**src/rtl/accum_warp_looper_memofs_pipe.sv**
```systemverilog
// AccumWarpLooper memory-offset pipeline: strided/shuffled per-warp offsets -> ND offset -> linear address.
// Optional out-of-bounds flag enabled by defining MEMOFS_OOB_CHECK_EN.
module accum_warp_looper_memofs_pipe #(
  parameter  int N_CFG   = 4,
  parameter  int ABW     = 16,
  parameter  int WBW     = 10,
  parameter  int VDIM    = 2,
  parameter  int DIM     = 2,
  parameter  int SF_BW   = 4,
  parameter  int SS_BW   = 3,
  localparam int NCFG_BW = $clog2(N_CFG + 1),
  localparam int SHW     = (DIM > 1) ? $clog2(DIM) : 1
) (
  input  logic                            i_clk,
  input  logic                            i_rst,
  input  logic                            src_rdy,
  output logic                            src_ack,
  input  logic [NCFG_BW-1:0]              i_id,
  input  logic [VDIM-1:0][WBW-1:0]        i_bofs,
  input  logic [VDIM-1:0][WBW-1:0]        i_aofs,
  input  logic                            i_retire,
  input  logic                            i_islast,
  input  logic [VDIM-1:0][SHW-1:0]        i_global_bshuf,
  input  logic [VDIM-1:0][SHW-1:0]        i_global_ashuf,
  input  logic [VDIM-1:0][SF_BW-1:0]      i_bstride_frac,
  input  logic [VDIM-1:0][SF_BW-1:0]      i_astride_frac,
  input  logic [VDIM-1:0][SS_BW-1:0]      i_bstride_shamt,
  input  logic [VDIM-1:0][SS_BW-1:0]      i_astride_shamt,
  input  logic [ABW-1:0]                  i_linear,
  input  logic [DIM-1:0][ABW-1:0]         i_mboundary,
  output logic                            dst_rdy,
  input  logic                            dst_ack,
  output logic [NCFG_BW-1:0]              o_id,
  output logic                            o_retire,
  output logic                            o_islast,
  output logic [VDIM-1:0][WBW-1:0]        o_bofs,
  output logic [DIM-1:0][WBW-1:0]         o_mofs_nd,
  output logic [ABW-1:0]                  o_linear,
  output logic                            o_oob
);

  localparam int PW = WBW + SF_BW;

  // Stride product is shifted inside the wider product width, then truncated to WBW.
  function automatic logic [WBW-1:0] stride_f(input logic [WBW-1:0]   ofs,
                                              input logic [SF_BW-1:0] frac,
                                              input logic [SS_BW-1:0] shamt);
    logic [PW-1:0] prod;
    prod = PW'(ofs) * PW'(frac);
    prod = prod << shamt;
    return WBW'(prod);
  endfunction

  function automatic logic [ABW-1:0] scale_f(input logic [WBW-1:0] ofs,
                                             input logic [ABW-1:0] extent);
    logic [ABW-1:0] ofs_z;
    ofs_z = ABW'(ofs);
    return ofs_z * extent;
  endfunction

  logic vld_p0_q, vld_p0_d, vld_p1_q, vld_p1_d, vld_p2_q, vld_p2_d;
  logic ld_p0, ld_p1, ld_p2;

  logic [VDIM-1:0][WBW-1:0]   bstride_p0_q, bstride_p0_d, astride_p0_q, astride_p0_d;
  logic [VDIM-1:0][SHW-1:0]   bshuf_p0_q, bshuf_p0_d, ashuf_p0_q, ashuf_p0_d;
  logic [ABW-1:0]             linear_p0_q, linear_p0_d;
  logic [DIM-1:0][ABW-1:0]    mb_p0_q, mb_p0_d;
  logic [NCFG_BW-1:0]         id_p0_q, id_p0_d;
  logic                       retire_p0_q, retire_p0_d, islast_p0_q, islast_p0_d;
  logic [VDIM-1:0][WBW-1:0]   bofs_p0_q, bofs_p0_d;

  logic [DIM-1:0][WBW-1:0]    mofs_sum;
  logic [DIM-1:0][WBW-1:0]    mofs_p1_q, mofs_p1_d;
  logic [ABW-1:0]             linear_p1_q, linear_p1_d;
  logic [DIM-1:0][ABW-1:0]    mb_p1_q, mb_p1_d;
  logic [NCFG_BW-1:0]         id_p1_q, id_p1_d;
  logic                       retire_p1_q, retire_p1_d, islast_p1_q, islast_p1_d;
  logic [VDIM-1:0][WBW-1:0]   bofs_p1_q, bofs_p1_d;

  logic [ABW-1:0]             lin_sum;
  logic [DIM-1:0][WBW-1:0]    mofs_p2_q, mofs_p2_d;
  logic [ABW-1:0]             linear_p2_q, linear_p2_d;
  logic [NCFG_BW-1:0]         id_p2_q, id_p2_d;
  logic                       retire_p2_q, retire_p2_d, islast_p2_q, islast_p2_d;
  logic [VDIM-1:0][WBW-1:0]   bofs_p2_q, bofs_p2_d;

  // A stage loads when its upstream holds an item and it is empty or draining this cycle.
  always_comb begin
    ld_p2    = vld_p1_q && (!vld_p2_q || dst_ack);
    ld_p1    = vld_p0_q && (!vld_p1_q || ld_p2);
    ld_p0    = src_rdy  && (!vld_p0_q || ld_p1);
    vld_p2_d = ld_p2 || (vld_p2_q && !dst_ack);
    vld_p1_d = ld_p1 || (vld_p1_q && !ld_p2);
    vld_p0_d = ld_p0 || (vld_p0_q && !ld_p1);
  end

  assign src_ack = ld_p0 && i_rst;

  always_ff @(posedge i_clk or negedge i_rst) begin
    if (!i_rst) begin
      vld_p0_q <= 1'b0;
      vld_p1_q <= 1'b0;
      vld_p2_q <= 1'b0;
    end else begin
      vld_p0_q <= vld_p0_d;
      vld_p1_q <= vld_p1_d;
      vld_p2_q <= vld_p2_d;
    end
  end

  // ---- stage 0: per-offset strides, sample all config ----
  always_comb begin
    bstride_p0_d = bstride_p0_q;
    astride_p0_d = astride_p0_q;
    bshuf_p0_d   = bshuf_p0_q;
    ashuf_p0_d   = ashuf_p0_q;
    linear_p0_d  = linear_p0_q;
    mb_p0_d      = mb_p0_q;
    id_p0_d      = id_p0_q;
    retire_p0_d  = retire_p0_q;
    islast_p0_d  = islast_p0_q;
    bofs_p0_d    = bofs_p0_q;
    if (ld_p0) begin
      for (int v = 0; v < VDIM; v++) begin
        bstride_p0_d[v] = stride_f(i_bofs[v], i_bstride_frac[v], i_bstride_shamt[v]);
        astride_p0_d[v] = stride_f(i_aofs[v], i_astride_frac[v], i_astride_shamt[v]);
      end
      bshuf_p0_d  = i_global_bshuf;
      ashuf_p0_d  = i_global_ashuf;
      linear_p0_d = i_linear;
      mb_p0_d     = i_mboundary;
      id_p0_d     = i_id;
      retire_p0_d = i_retire;
      islast_p0_d = i_islast;
      bofs_p0_d   = i_bofs;
    end
  end

  // ---- stage 1: shuffle strides onto memory dims ----
  always_comb begin
    mofs_sum = '0;
    for (int d = 0; d < DIM; d++) begin
      for (int v = 0; v < VDIM; v++) begin
        if (bshuf_p0_q[v] == SHW'(d)) mofs_sum[d] = mofs_sum[d] + bstride_p0_q[v];
        if (ashuf_p0_q[v] == SHW'(d)) mofs_sum[d] = mofs_sum[d] + astride_p0_q[v];
      end
    end
  end

  always_comb begin
    mofs_p1_d   = mofs_p1_q;
    linear_p1_d = linear_p1_q;
    mb_p1_d     = mb_p1_q;
    id_p1_d     = id_p1_q;
    retire_p1_d = retire_p1_q;
    islast_p1_d = islast_p1_q;
    bofs_p1_d   = bofs_p1_q;
    if (ld_p1) begin
      mofs_p1_d   = mofs_sum;
      linear_p1_d = linear_p0_q;
      mb_p1_d     = mb_p0_q;
      id_p1_d     = id_p0_q;
      retire_p1_d = retire_p0_q;
      islast_p1_d = islast_p0_q;
      bofs_p1_d   = bofs_p0_q;
    end
  end

  always_ff @(posedge i_clk) begin
    bstride_p0_q <= bstride_p0_d;
    astride_p0_q <= astride_p0_d;
    bshuf_p0_q   <= bshuf_p0_d;
    ashuf_p0_q   <= ashuf_p0_d;
    linear_p0_q  <= linear_p0_d;
    mb_p0_q      <= mb_p0_d;
    id_p0_q      <= id_p0_d;
    retire_p0_q  <= retire_p0_d;
    islast_p0_q  <= islast_p0_d;
    bofs_p0_q    <= bofs_p0_d;
    mofs_p1_q    <= mofs_p1_d;
    linear_p1_q  <= linear_p1_d;
    mb_p1_q      <= mb_p1_d;
    id_p1_q      <= id_p1_d;
    retire_p1_q  <= retire_p1_d;
    islast_p1_q  <= islast_p1_d;
    bofs_p1_q    <= bofs_p1_d;
  end

  // ---- stage 2: row-major linearisation; dim d is scaled by the extent of dim d+1 ----
  always_comb begin
    lin_sum = linear_p1_q;
    for (int d = 0; d < DIM - 1; d++) lin_sum = lin_sum + scale_f(mofs_p1_q[d], mb_p1_q[d+1]);
    lin_sum = lin_sum + ABW'(mofs_p1_q[DIM-1]);
  end

  always_comb begin
    mofs_p2_d   = mofs_p2_q;
    linear_p2_d = linear_p2_q;
    id_p2_d     = id_p2_q;
    retire_p2_d = retire_p2_q;
    islast_p2_d = islast_p2_q;
    bofs_p2_d   = bofs_p2_q;
    if (ld_p2) begin
      mofs_p2_d   = mofs_p1_q;
      linear_p2_d = lin_sum;
      id_p2_d     = id_p1_q;
      retire_p2_d = retire_p1_q;
      islast_p2_d = islast_p1_q;
      bofs_p2_d   = bofs_p1_q;
    end
  end

  always_ff @(posedge i_clk or negedge i_rst) begin
    if (!i_rst) begin
      mofs_p2_q   <= '0;
      linear_p2_q <= '0;
      id_p2_q     <= '0;
      retire_p2_q <= 1'b0;
      islast_p2_q <= 1'b0;
      bofs_p2_q   <= '0;
    end else begin
      mofs_p2_q   <= mofs_p2_d;
      linear_p2_q <= linear_p2_d;
      id_p2_q     <= id_p2_d;
      retire_p2_q <= retire_p2_d;
      islast_p2_q <= islast_p2_d;
      bofs_p2_q   <= bofs_p2_d;
    end
  end

`ifdef MEMOFS_OOB_CHECK_EN
  logic oob_p2_q, oob_p2_d;

  always_comb begin
    oob_p2_d = oob_p2_q;
    if (ld_p2) begin
      oob_p2_d = 1'b0;
      for (int d = 0; d < DIM; d++) begin
        if (ABW'(mofs_p1_q[d]) >= mb_p1_q[d]) oob_p2_d = 1'b1;
      end
    end
  end

  always_ff @(posedge i_clk or negedge i_rst) begin
    if (!i_rst) oob_p2_q <= 1'b0;
    else        oob_p2_q <= oob_p2_d;
  end

  assign o_oob = oob_p2_q;
`else
  // Extent of the outermost dim only matters to the bounds check.
  logic mb0_unused;
  assign mb0_unused = ^mb_p1_q[0];
  assign o_oob      = 1'b0;
`endif

  assign dst_rdy   = vld_p2_q;
  assign o_id      = id_p2_q;
  assign o_retire  = retire_p2_q;
  assign o_islast  = islast_p2_q;
  assign o_bofs    = bofs_p2_q;
  assign o_mofs_nd = mofs_p2_q;
  assign o_linear  = linear_p2_q;

endmodule

```
**config.mk**
```make
export PLATFORM = sky130hd
export DESIGN_NAME = accum_warp_looper_memofs_pipe
export DESIGN_NICKNAME = d
export VERILOG_FILES = /design/src/rtl/accum_warp_looper_memofs_pipe.sv
export SDC_FILE = /design/constraint.sdc
export NUM_CORES = 1
export LEC_CHECK = 0
export ABC_AREA = 1
export BUFFER_PORTS_ARGS = -buffer_cell sky130_fd_sc_hd__buf_4
export CAP_MARGIN = 20
export CORE_MARGIN = 4
export CORE_UTILIZATION = 55
export CTS_CLUSTER_DIAMETER = 200
export DETAILED_ROUTE_END_ITERATION = 16
export HOLD_SLACK_MARGIN = 0.1
export PLACE_DENSITY = 0.82
export SYNTH_ARGS = -nofsm -noshare
export SYNTH_HDL_FRONTEND = slang
export SYNTH_SLANG_ARGS = --single-unit
```
**constraint.sdc**
```tcl
create_clock -name i_clk -period 10.8 [get_ports i_clk]
set_input_delay 0.54 -clock i_clk [delete_from_list [all_inputs] [get_ports i_clk]]
set_output_delay 0.54 -clock i_clk [all_outputs]
set_load 0.005 [all_outputs]
```
# ---- Word level (Yosys, flattened, before mapping)
# Cells that the tools add are included.
dict set report totals {
  input_bits 129
  out_inout_bits 64
  word_cells 79
  register_bits 242
}
dict set report op_classes {
  shift 4
  mul 5
  muxes 8
  n_reduce_logical 19
  addsub 8
}
# cell n
set ops {}
lappend ops {{$mux W10} 8}
lappend ops {{$add A10 B10 Y10} 6}
lappend ops {{$mul A10 B4 Y14} 4}
lappend ops {{$shl A14 B3 Y10} 4}
lappend ops {{$add A16 B10 Y16} 1}
lappend ops {{$add A16 B16 Y16} 1}
lappend ops {{$mul A10 B16 Y16} 1}
lappend ops {{$logic_and A1 B1 Y1} 7}
lappend ops {{$logic_not A1 Y1} 6}
lappend ops {{$logic_or A1 B1 Y1} 6}

# ---- Longest topological paths before layout
# Gate-level depths: netlist of the first run.
dict set report depth {
  word_depth 8
  depth_mapped 36
  mapped_depth_nobuf 35
}

# ---- Least setup slack after synthesis of the first run
# Ideal clock, no wire load.
dict set report synth_timing {
  path_kind {register to register}
  start {reg mofs_p1_q[2] in the netlist's numbering}
  end {reg linear_p2_q[11], in the netlist o_linear[11]}
  arrival_ps 4646
  slack_ps 6072
  synth_period_minus_slack_ps 4728
  path_buffers 2
  setup_time_ps 82
  required_ps 10718
  stages_incl_launch_ff 21
  cell_sequence {edfxtp_1 > clkbuf_1 > clkbuf_1 > nand2_1 > fa_1 > fa_1 > fa_1 > inv_1 > fa_1 > inv_1 > fa_1 > inv_1 > ha_1 > nand2_1 > o21ai_0 > nor2_1 > nor2_1 > o21ai_0 > nand2_1 > nand2_1 > a31oi_1}
}
dict set report synth_between {
  elab_chain_len 3
}
# item line
set synth_rtl {}
lappend synth_rtl {{from (decl)} 73} ;# logic [DIM-1:0][WBW-1:0] mofs_p1_q, mofs_p1_d;
lappend synth_rtl {{from (signal assigned)} 180} ;# mofs_p1_q <= mofs_p1_d;
lappend synth_rtl {{$mul A10 B16 Y16} 58} ;# return ofs_z * extent;
lappend synth_rtl {{$add A16 B16 Y16} 192} ;# for (int d = 0; d < DIM - 1; d++) lin_sum = lin_sum + scale_f(mofs_p1_q[d], mb_p1_q[d+1]);
lappend synth_rtl {{$add A16 B10 Y16} 193} ;# lin_sum = lin_sum + ABW'(mofs_p1_q[DIM-1]);
lappend synth_rtl {{to (signal assigned)} 223} ;# linear_p2_q <= linear_p2_d;
lappend synth_rtl {{to (decl)} 82} ;# logic [ABW-1:0] linear_p2_q, linear_p2_d;
# No other way between the ends.
# A chain may end at the register's enable or synchronous reset.

==> reports/metrics.cfg, run 1 <==
[status]
outcome=finished clean

[placement]
pre_cts_ws_ns=5.34
gp_congestion=0.888
placedInstanceArea_sq_um=21700
dp_hpwl_um=37500
portBuffers=175

[floorplanning]
dieWidth_um=199
core_region_area_sq_um=35800
num_io_pins=193
rows=69
die-area_sq_um=39800
fp.dieH_um=199
start_util_pct=56.2

[sta]
rsz0062_at_grt=false
drv_slew=0
fin_crit_ns=5.53
timing.fmax_mhz=181
setup_ws_ns=5.27
hold_slack_ns=0.120
relSlewSlack_pct=40.3
setup_tns_ns=0
finalHoldViolCount=0
worstMarginPinSlew_ns=0.896
setup_viol=0
final.setup_skew_ns=0.00802
fin_crit_sh_pct=51.2

[clocking]
cts_root_buffer=clkbuf_16
cts_setup_buffers=0
cts.path.max_buffers=3
path_clk_slew_ns=0.06
hold_buffers=0
ctsResizeCount=0
clk_latency_ns=0.53
clock_sinks=242
cts_buffers=26
htreeDepth=1
cts_tree=built

[worst_setup_path]
cp_slowest_stage_delay_ns=0.77
crit_fanout=20
worstPathRequired_ns=11.08
critPathMostFrequentCell=nand2_1
critPathArrivalTime_ns=5.80
crit_path_end_kind=flip-flop
reg2reg_depth=32
cp-start-kind=flip-flop
r2r_end=mofs_p1_q[19]
ff2ff_setup_slack_ns=5.27
crit_path_top_delay_cell=edfxtp_1
r2r-start=bshuf_p0_q[0]
path_class=reg -> reg

[logic_synthesis]
yosys.area_share.simple_pct=22.5
synth_mux_area_share_pct=0.497
synth_cells=2492
synth.yosys.seq_area_share_pct=34.5
synth-seq-cells=242
syn-cell-area_sq_um=20100
synth_cell_types=44
synthAdderAreaFrac_pct=23.1
synth_xor_area_share_pct=2.43
synth-compound-area-share_pct=6.23
synth_nets=2901
syn_area_per_cell_sq_um=8.09
synth_top_family_by_area=adder cells
yosys_warnings=0

[global_route]
gr-total-overflow=0
antenna_found_initial=1
grt_pass1_wl_um=79200
track_usage_pct=24.3
grt_max_degree=87
grt_pass1_vias=16400

[power]
p_per_area_nw_per_um2=283
p_leak_nw=12.2
ir_worst_vdd_v=0.000360

[run]
maxCapViolations=0

[finish]
syn_to_final_growth_pct=12.5
nNetsFinal=3035
final_area_sq_um=22700
fillerInstances=2925
layout-drive-gt1-share_pct=9.03
layout_commonest_cell=nand2_1
diodes=0
seq_area_sq_um=6950
final_cell_mix=nand2_1 (819), inv_1 (482), edfxtp_1 (178), buf_4 (178), fa_1 (152)
multi_input_area_sq_um=11000

[route]
drc=0
first_pass_iters=5
ant_nets=0
drt_wl_total_um=48500
vias=16500
wl_per_cell_um=15.6
viasPerCell=5.31
drtIter0Drc=1191

[hold_path]
hold_class=in -> async

==> kinds of logic after synthesis <==
logic type	Yosys count
compound gates	228
simple gates	1111
fa+ha+maj	280
mux	10
other cells	1
xor+xnor	56
flops	242
buf+inv	564
==> sequential cells by signal (all words and copies together), names as in the netlist, 16 cells and up <==
register	flops
linear_p0_q	16
o_mofs_nd	20
mb_p0_q	16
astride_p0_q	20
o_linear	16
bofs_p0_q	20
mb_p1_q	16
bofs_p1_q	20
o_bofs	20
bstride_p0_q	20
mofs_p1_q	20
linear_p1_q	16
==> worst max-delay path: cells and delay by family, from the launching register on <==
kind,cells,cell delay (ns)
and+or+nand+nor,16,1.70
adders and majority gates,4,1.28
DFF,1,0.77
AOI/OAI and AO/OA,4,0.69
buffers and inverters,6,0.49
xor gates and xnor gates,2,0.33
==> synthesized netlist by cell type <==
| master | number | area (sq um) |
|---|---|---|
| ha_1 | 128 | 1600 |
| a31o_2 | 1 | 8.76 |
| or2_2 | 7 | 43.8 |
| o22ai_1 | 1 | 6.26 |
| xnor2_1 | 21 | 184 |
| and2_1 | 7 | 43.8 |
| nand2b_1 | 3 | 18.8 |
| buf_1 | 4 | 15.0 |
| xor2_1 | 35 | 307 |
| buf_4 | 1 | 7.51 |
| o211ai_1 | 11 | 82.6 |
| buf_6 | 1 | 11.3 |
| o21bai_1 | 9 | 67.6 |
| nand3_1 | 127 | 636 |
| nand3_2 | 1 | 10.0 |
| nand2_1 | 820 | 3080 |
| nor2_2 | 2 | 12.5 |
| clkbuf_1 | 38 | 143 |
| nor3_1 | 10 | 50.1 |
| nand4_1 | 31 | 194 |
| a21oi_1 | 63 | 315 |
| dfrtp_1 | 64 | 1600 |
| o21a_1 | 2 | 15.0 |
| clkinv_1 | 4 | 15.0 |
| edfxtp_1 | 178 | 5350 |
| conb_1 | 1 | 3.75 |
| nand3b_1 | 16 | 120 |
| a21o_1 | 3 | 22.5 |
| o21ai_1 | 2 | 10.0 |
| a31oi_1 | 19 | 119 |
| inv_1 | 485 | 1820 |
| buf_2 | 29 | 145 |
| a21boi_2 | 1 | 11.3 |
| a21boi_0 | 3 | 22.5 |
| clkbuf_2 | 1 | 5.00 |
| fa_1 | 152 | 3040 |
| o21ai_0 | 110 | 551 |
| o31ai_1 | 2 | 15.0 |
| mux2i_1 | 10 | 100 |
| nor4_1 | 1 | 6.26 |
| nand2_2 | 3 | 18.8 |
| nor2_1 | 83 | 312 |
| inv_2 | 1 | 3.75 |
| o21ai_2 | 1 | 8.76 |
==> layout make-up <==
class	count	share of cell area [%]
multi-input combinational	1686	48.7
tap	461	2.54
inverter	490	8.13
sequential	242	30.6
clock inverter	16	0.844
clock buffer	32	3.06
timing repair buffer	180	6.10
==> per-stage QoR <==
step                utilization [%]  power (mW)  instances
global route                   63.3        7.15       3107
global placement               60.7        5.30       3057
floorplan                         -        4.43       2492
detailed placement             60.7        5.45       3057
CTS                            63.2        6.41       3105
finish                         63.3        6.42       3107
==> power by group <==
group / internal, mW / switching [mW]
logic: 1.60 / 2.57
clock network: 0.554 / 0.370
registers: 1.19 / 0.138
total: 3.34 / 3.08
==> layer usage <==
metal | part of all wire (%) | track usage, %
met5 | 0.021 | 0
met4 | 2.4 | 5.51
met3 | 6.0 | 3.09
met2 | 51 | 43.5
met1 | 41 | 31.7
==> how the worst max path moves through the flow <==
stage	start	to	slack, ns	depth (start not counted)
after detailed placement	bshuf_p0_q[0]	mofs_p1_q[19]	5.34	32
after global routing	ashuf_p0_q[0]	mofs_p1_q[19]	4.70	23
after global placement	ashuf_p0_q[0]	mofs_p1_q[19]	5.42	23
final	bshuf_p0_q[0]	mofs_p1_q[19]	5.27	32
after CTS	bshuf_p0_q[0]	mofs_p1_q[19]	5.32	32
after floorplan	mofs_p1_q[2]	o_linear[11]	6.07	20
(Power assumes the default switching activity.)
==> inputs of run 2 (changes only) <==
clock period = 5.73 ns   (was 10.8 ns; I/O delays follow)
==> reports/metrics.cfg, run 2 (same netlist as run 1, synthesis figures left out) <==
[floorplanning]
start_util_pct=56.2
dieWidth_um=199
core_region_area_sq_um=35800
fp.dieH_um=199
num_io_pins=193
rows=69
die-area_sq_um=39800

[route]
drt_wl_total_um=50000
first_pass_iters=6
wl_per_cell_um=15.7
vias=16900
viasPerCell=5.32
ant_nets=0
drc=0
drtIter0Drc=1170

[hold_path]
hold_class=in -> reg
hold-path-cell-count=4

[global_route]
grt_max_degree=78
gr-total-overflow=0
grt_pass1_wl_um=81200
grt_pass1_vias=17100
use_met2_pct=43.8
antenna_found_initial=2
top_usage_layer=met2
use_met3_pct=3.24
track_usage_pct=24.9
use_met1_pct=31.3

[power]
switching_share_pct=48.3
p_leak_nw=12.5
power_frac_comb_pct=65.4
power.internal_mw=6.37
p_per_area_nw_per_um2=526
p_seq_share_pct=20.2
netSwitchingPower_mw=5.95
power_frac_clock_pct=14.4
ir_worst_vdd_v=0.000757

[status]
outcome=finished clean

[clocking]
cts_buffers=26
cts.path.max_buffers=3
htreeDepth=1
path_clk_slew_ns=0.06
clock_sinks=242
cts_tree=built
clk_latency_ns=0.53
cts_setup_buffers=0
cts_root_buffer=clkbuf_16

[worst_setup_path]
worstPathRequired_ns=6.18
crit_path_end_kind=flip-flop
critPathArrivalTime_ns=5.70
crit_path_top_delay_cell=edfxtp_1
worstPathCellList=nand2_1 > fa_1 > fa_1 > fa_1 > inv_1 > fa_1 > inv_1 > fa_1 > inv_1 > ha_1 > a21oi_1 > o21ai_0 > nor2_1 > nor2_1 > o21ai_0 > nand3_1 > a31oi_1
cp-start-kind=flip-flop
cp.depth=17
crit_fanout=16
reg2reg_depth=17
critPathMostFrequentCell=fa_1
crit_family=adder cells
critPathBufInv=3
cp_slowest_stage_delay_ns=0.81
path_class=reg -> reg

[sta]
worstMarginPinSlew_ns=1.06
setup_viol=0
fin_crit_ns=5.25
drv_slew=0
timing.fmax_mhz=190
final.setup_skew_ns=0.0151
relSlewSlack_pct=29.2
hold_slack_ns=0.246
rsz0062_at_grt=false
setup_tns_ns=0
finalHoldViolCount=0
fin_crit_sh_pct=91.7

[finish]
final_cell_mix=nand2_1 (819), inv_1 (482), buf_4 (185)
syn_to_final_growth_pct=16.2
nNetsFinal=3110
layout_commonest_cell=nand2_1
fillerInstances=2875
layout-drive-gt1-share_pct=9.11

[placement]
dp_hpwl_um=37800
gp_congestion=0.923
portBuffers=175

[run]
maxCapViolations=0

## run 2: cell types whose count changed in the layout (fill, tap and decap cells not counted)
cell           delta
clkinvlp_4        +2
diode_2           +1
inv_8             +1
clkinv_1          -3
clkinv_2          +1
buf_16            -1
buf_4             +7
inv_6             -1
dlygate4sd3_1    +69
clkbuf_8          +2
clkinv_4          -2
## run 2: metal layers
| layer | routed length, um | vias to the layer above | part of all wire, % |
|---|---|---|---|
| li1 | - | 8205 | - |
| met1 | 20100 | 7932 | 40 |
| met2 | 24600 | 647 | 49 |
| met3 | 3030 | 157 | 6.1 |
| met4 | 2250 | 2 | 4.5 |
| met5 | 11 | - | 0.022 |
## run 2: layout make-up
| type | count | area (sq um) | area share (%) |
|---|---|---|---|
| multi-input cells | 1686 | 11000 | 47.1 |
| flip-flops and latches | 242 | 6950 | 29.7 |
| repair buffers | 255 | 2100 | 8.97 |
| inverters | 490 | 1840 | 7.87 |
| clock buffers | 34 | 722 | 3.08 |
| well taps | 461 | 577 | 2.46 |
| clock inverters | 14 | 185 | 0.791 |
| diodes | 1 | 2.50 | 0.0107 |
## run 2: metrics by stage
| step | power, mW | utilization [%] | instance area [sq um] | worst slack, ns | std cells |
|---|---|---|---|---|---|
| global route | 13.6 | 65.4 | 23400 | 0.145 | 3183 |
| CTS | 12.2 | 65.3 | 23400 | 0.586 | 3181 |
| detailed placement | 10.3 | 60.8 | 21800 | 0.655 | 3064 |
| floorplan | 8.34 | - | 20100 | 1.00 | 2492 |
| global placement | 9.90 | 60.8 | 21800 | 0.787 | 3064 |
| finish | 12.3 | 65.4 | 23400 | 0.476 | 3183 |
## run 2: power by group through the flow
| stage | Clock (mW) | Sequential, mW | Combinational [mW] |
|---|---|---|---|
| floorplan | 0 | 2.40 | 5.94 |
| global placement | 0 | 2.50 | 7.40 |
| detailed placement | 0 | 2.51 | 7.80 |
| CTS | 1.80 | 2.48 | 7.92 |
| global route | 1.87 | 2.51 | 9.20 |
| finish | 1.77 | 2.49 | 8.06 |
## run 2: final timing paths
path                                         end          startpoint  slack (ns)
worst max-delay path                o_linear[11]        mofs_p1_q[2]        0.48
worst min-delay path            astride_p0_q[10]  i_astride_shamt[3]        0.25
worst max register to register      o_linear[11]        mofs_p1_q[2]        0.48
worst min register to register      bofs_p1_q[3]        bofs_p0_q[3]        0.42
max in group asynchronous                o_id[1]               i_rst        4.56
min in group asynchronous            o_linear[3]               i_rst        0.56
## run 2: worst reg2reg max path, cell delays in order, from the launching register on
cell and delay (ns):
edfxtp_1 0.81, nand2_1 0.17, fa_1 0.59, fa_1 0.46, fa_1 0.54, inv_1 0.05, fa_1 0.47, inv_1 0.05
fa_1 0.47, inv_1 0.04, ha_1 0.35, a21oi_1 0.22, o21ai_0 0.18, nor2_1 0.18, nor2_1 0.08, o21ai_0 0.21
nand3_1 0.12, a31oi_1 0.17
## run 2: what timing repair did
| item | CTS | global route |
|---|---|---|
| resized for setup | 0 | 0 |
| hold endpoints to repair | 145 | 0 |
| hold buffers | 69 | 0 |
==> inputs of run 3 (changes only) <==
ABC_AREA = 0   (was 1)
==> reports/metrics.cfg, run 3 <==
[global_route]
use_met1_pct=29.3
use_met3_pct=3.19
grt_pass1_wl_um=74700
gr-total-overflow=0
grt_max_degree=73
use_met2_pct=42.8
grt_pass1_vias=15400
track_usage_pct=23.7
antenna_found_initial=2
top_usage_layer=met2

[logic_synthesis]
synth-seq-cells=242
yosysMostFrequentCell=nand2_1
synthFlopType=edfxtp_1
syn-cell-area_sq_um=19300
yosys_warnings=0
yosys.area.top_type_share_pct=27.7
yosys-top-cells-count=nand2_1 (352), inv_1 (208), edfxtp_1 (178), fa_1 (152), ha_1 (128)
synth_nets=2324
synth_cell_types=75
synth_cells=1915
syn_area_per_cell_sq_um=10.1
yosysTopAreaCell=edfxtp_1
synth_area_leaders=edfxtp_1 (28%), fa_1 (16%), dfrtp_1 (8.3%), ha_1 (8.3%), nand2_1 (6.9%)
synth_edf_count=178
synth.yosys.seq_area_share_pct=36.1
async_flop_share_pct=26.4

[placement]
dp.cells=2490
dp_hpwl_um=33400
portBuffers=175
pre_cts_ws_ns=0.346
gp_congestion=0.889

[finish]
nNetsFinal=2538
layout-drive-gt1-share_pct=13.4
postLayoutCoreUtil_pct=65.4
fin_cells=2608
final_cell_mix=nand2_1 (351), inv_1 (208), buf_4 (187)
layout_commonest_cell=nand2_1
syn_to_final_growth_pct=17.2

[sta]
setup_tns_ns=0
setup_viol=0
setup_ws_ns=0.282
final.setup_skew_ns=0.0176
hold_slack_ns=0.125
rsz0062_at_grt=true
timing.fmax_mhz=184
finalHoldViolCount=0
relSlewSlack_pct=35.4
fin_crit_ns=5.45
fin_crit_sh_pct=95.1
worstMarginPinSlew_ns=0.970
drv_slew=0

[power]
power_frac_comb_pct=68.1
p_per_area_nw_per_um2=600
power_frac_clock_pct=13.0
power.internal_mw=7.43
p_seq_share_pct=18.9
netSwitchingPower_mw=6.12
switching_share_pct=45.2
p_leak_nw=10.3
ir_worst_vdd_v=0.00110

[clocking]
htreeDepth=1
path_clk_slew_ns=0.06
clock_sinks=242
cts_buffers=28
cts.path.max_buffers=3
cts_root_buffer=clkbuf_16
cts_tree=built
clk_latency_ns=0.55
cts_setup_buffers=0

[worst_setup_path]
crit_fanout=15
critPathMostFrequentCell=fa_1
worstPathCellList=nand2_1 > fa_1 > fa_1 > fa_1 > inv_1 > fa_1 > inv_1 > fa_1 > inv_1 > ha_1 > nand3_1 > o21ai_0 > a2111oi_0 > nor3_1 > mux2i_1 > nand3_1
worstPathRequired_ns=6.14
cp_slowest_stage_delay_ns=0.71
path_class=reg -> reg
critPathBufInv=3
crit_family=adder cells
cp-start-kind=flip-flop
crit_path_end_kind=flip-flop
critPathArrivalTime_ns=5.85
crit_path_top_delay_cell=edfxtp_1

[route]
first_pass_iters=5
vias=14600
wl_per_cell_um=17.3
drt_wl_total_um=45200
viasPerCell=5.58
ant_nets=0
drc=0
drtIter0Drc=908

[floorplanning]
die-area_sq_um=38100
num_io_pins=193
fp.dieH_um=195
dieWidth_um=195
start_util_pct=55.8
rows=68
core_region_area_sq_um=34500

[status]
outcome=finished clean

[hold_path]
hold_class=in -> reg

[run]
maxCapViolations=0

run 3: changes by cell type in the layout (fill, tap and decap cells not counted), moves of 15 or more:
cell      previous run  this run
nor2b_1              0        23
inv_1              482       208
nand4_1             31         5
o21ai_0            110        62
o21a_1               2        20
nand3_1            127        14
and2_1               7       120
nor2_1              83        68
a211oi_1             0        19
xnor2_1             21        74
mux2_2               0        31
a21o_1               3        25
nand2_1            819       351
run 3: power by group through the flow:
stage          registers [mW]  logic (mW)  clock network (mW)
2_1_floorplan            2.46        6.92                   0
3_3_place_gp             2.56        8.44                   0
3_5_place_dp             2.57        8.99                   0
4_1_cts                  2.54        9.15                1.79
5_1_grt                  2.58        10.4                1.88
6_report                 2.56        9.23                1.76
run 3: cell type report:
cell class | count | area, sq um
Antenna cell | 2 | 5.00
Clock buffer | 37 | 754
Inverter | 212 | 796
Tap cell | 455 | 569
Multi-Input combinational cell | 1394 | 11300
Timing Repair Buffer | 251 | 2040
Fill cell | 2654 | 12000
Sequential cell | 242 | 6950
Clock inverter | 15 | 166
run 3: kinds of logic (layout without fill, tap and decap cells):
family	Yosys count	in the layout	synth area share [%]
DFF	242	242	36.1
muxes	59	59	3.62
and+or+nand+nor	663	663	16.0
AOI/OAI and AO/OA	289	289	9.92
xor gates and xnor gates	101	101	4.74
buffers and inverters	279	515	5.48
other	1	3	0.0195
adders and majority gates	281	281	24.2
run 3: worst paths after layout:
| kind | slack, ns | end | cells past startpoint | start |
|---|---|---|---|---|
| max in group asynchronous | 4.61 | o_id[0] | 3 | i_rst |
| hold reg to reg | 0.41 | bofs_p1_q[15] | 0 | bofs_p0_q[15] |
| setup reg to reg | 0.28 | o_linear[14] | 16 | mofs_p1_q[2] |
| setup / recovery | 0.28 | o_linear[14] | 16 | mofs_p1_q[2] |
| hold / removal | 0.13 | bstride_p0_q[2] | 2 | i_bstride_shamt[2] |
| min in group asynchronous | 0.53 | o_linear[1] | 3 | i_rst |
run 3: metrics by stage:
step | instance area [sq um] | total power [mW]
6_report | 22600 | 13.6
5_1_grt | 22600 | 14.9
4_1_cts | 22600 | 13.5
3_5_place_dp | 21000 | 11.6
3_3_place_gp | 21000 | 11.0
2_1_floorplan | 19300 | 9.39
run 3: per-layer routing:
metal | part of all wire [%] | vias to the layer above
met5 | 0 | -
met4 | 3.4 | 0
met3 | 5.7 | 120
met2 | 51 | 489
met1 | 40 | 7083
li1 | - | 6867
run 3: repair_timing:
action / in CTS / in global routing
hold endpoints to repair: 127 / 0
setup endpoints to repair: 0 / 2
resized for setup: 0 / 4
hold buffers: 64 / 0
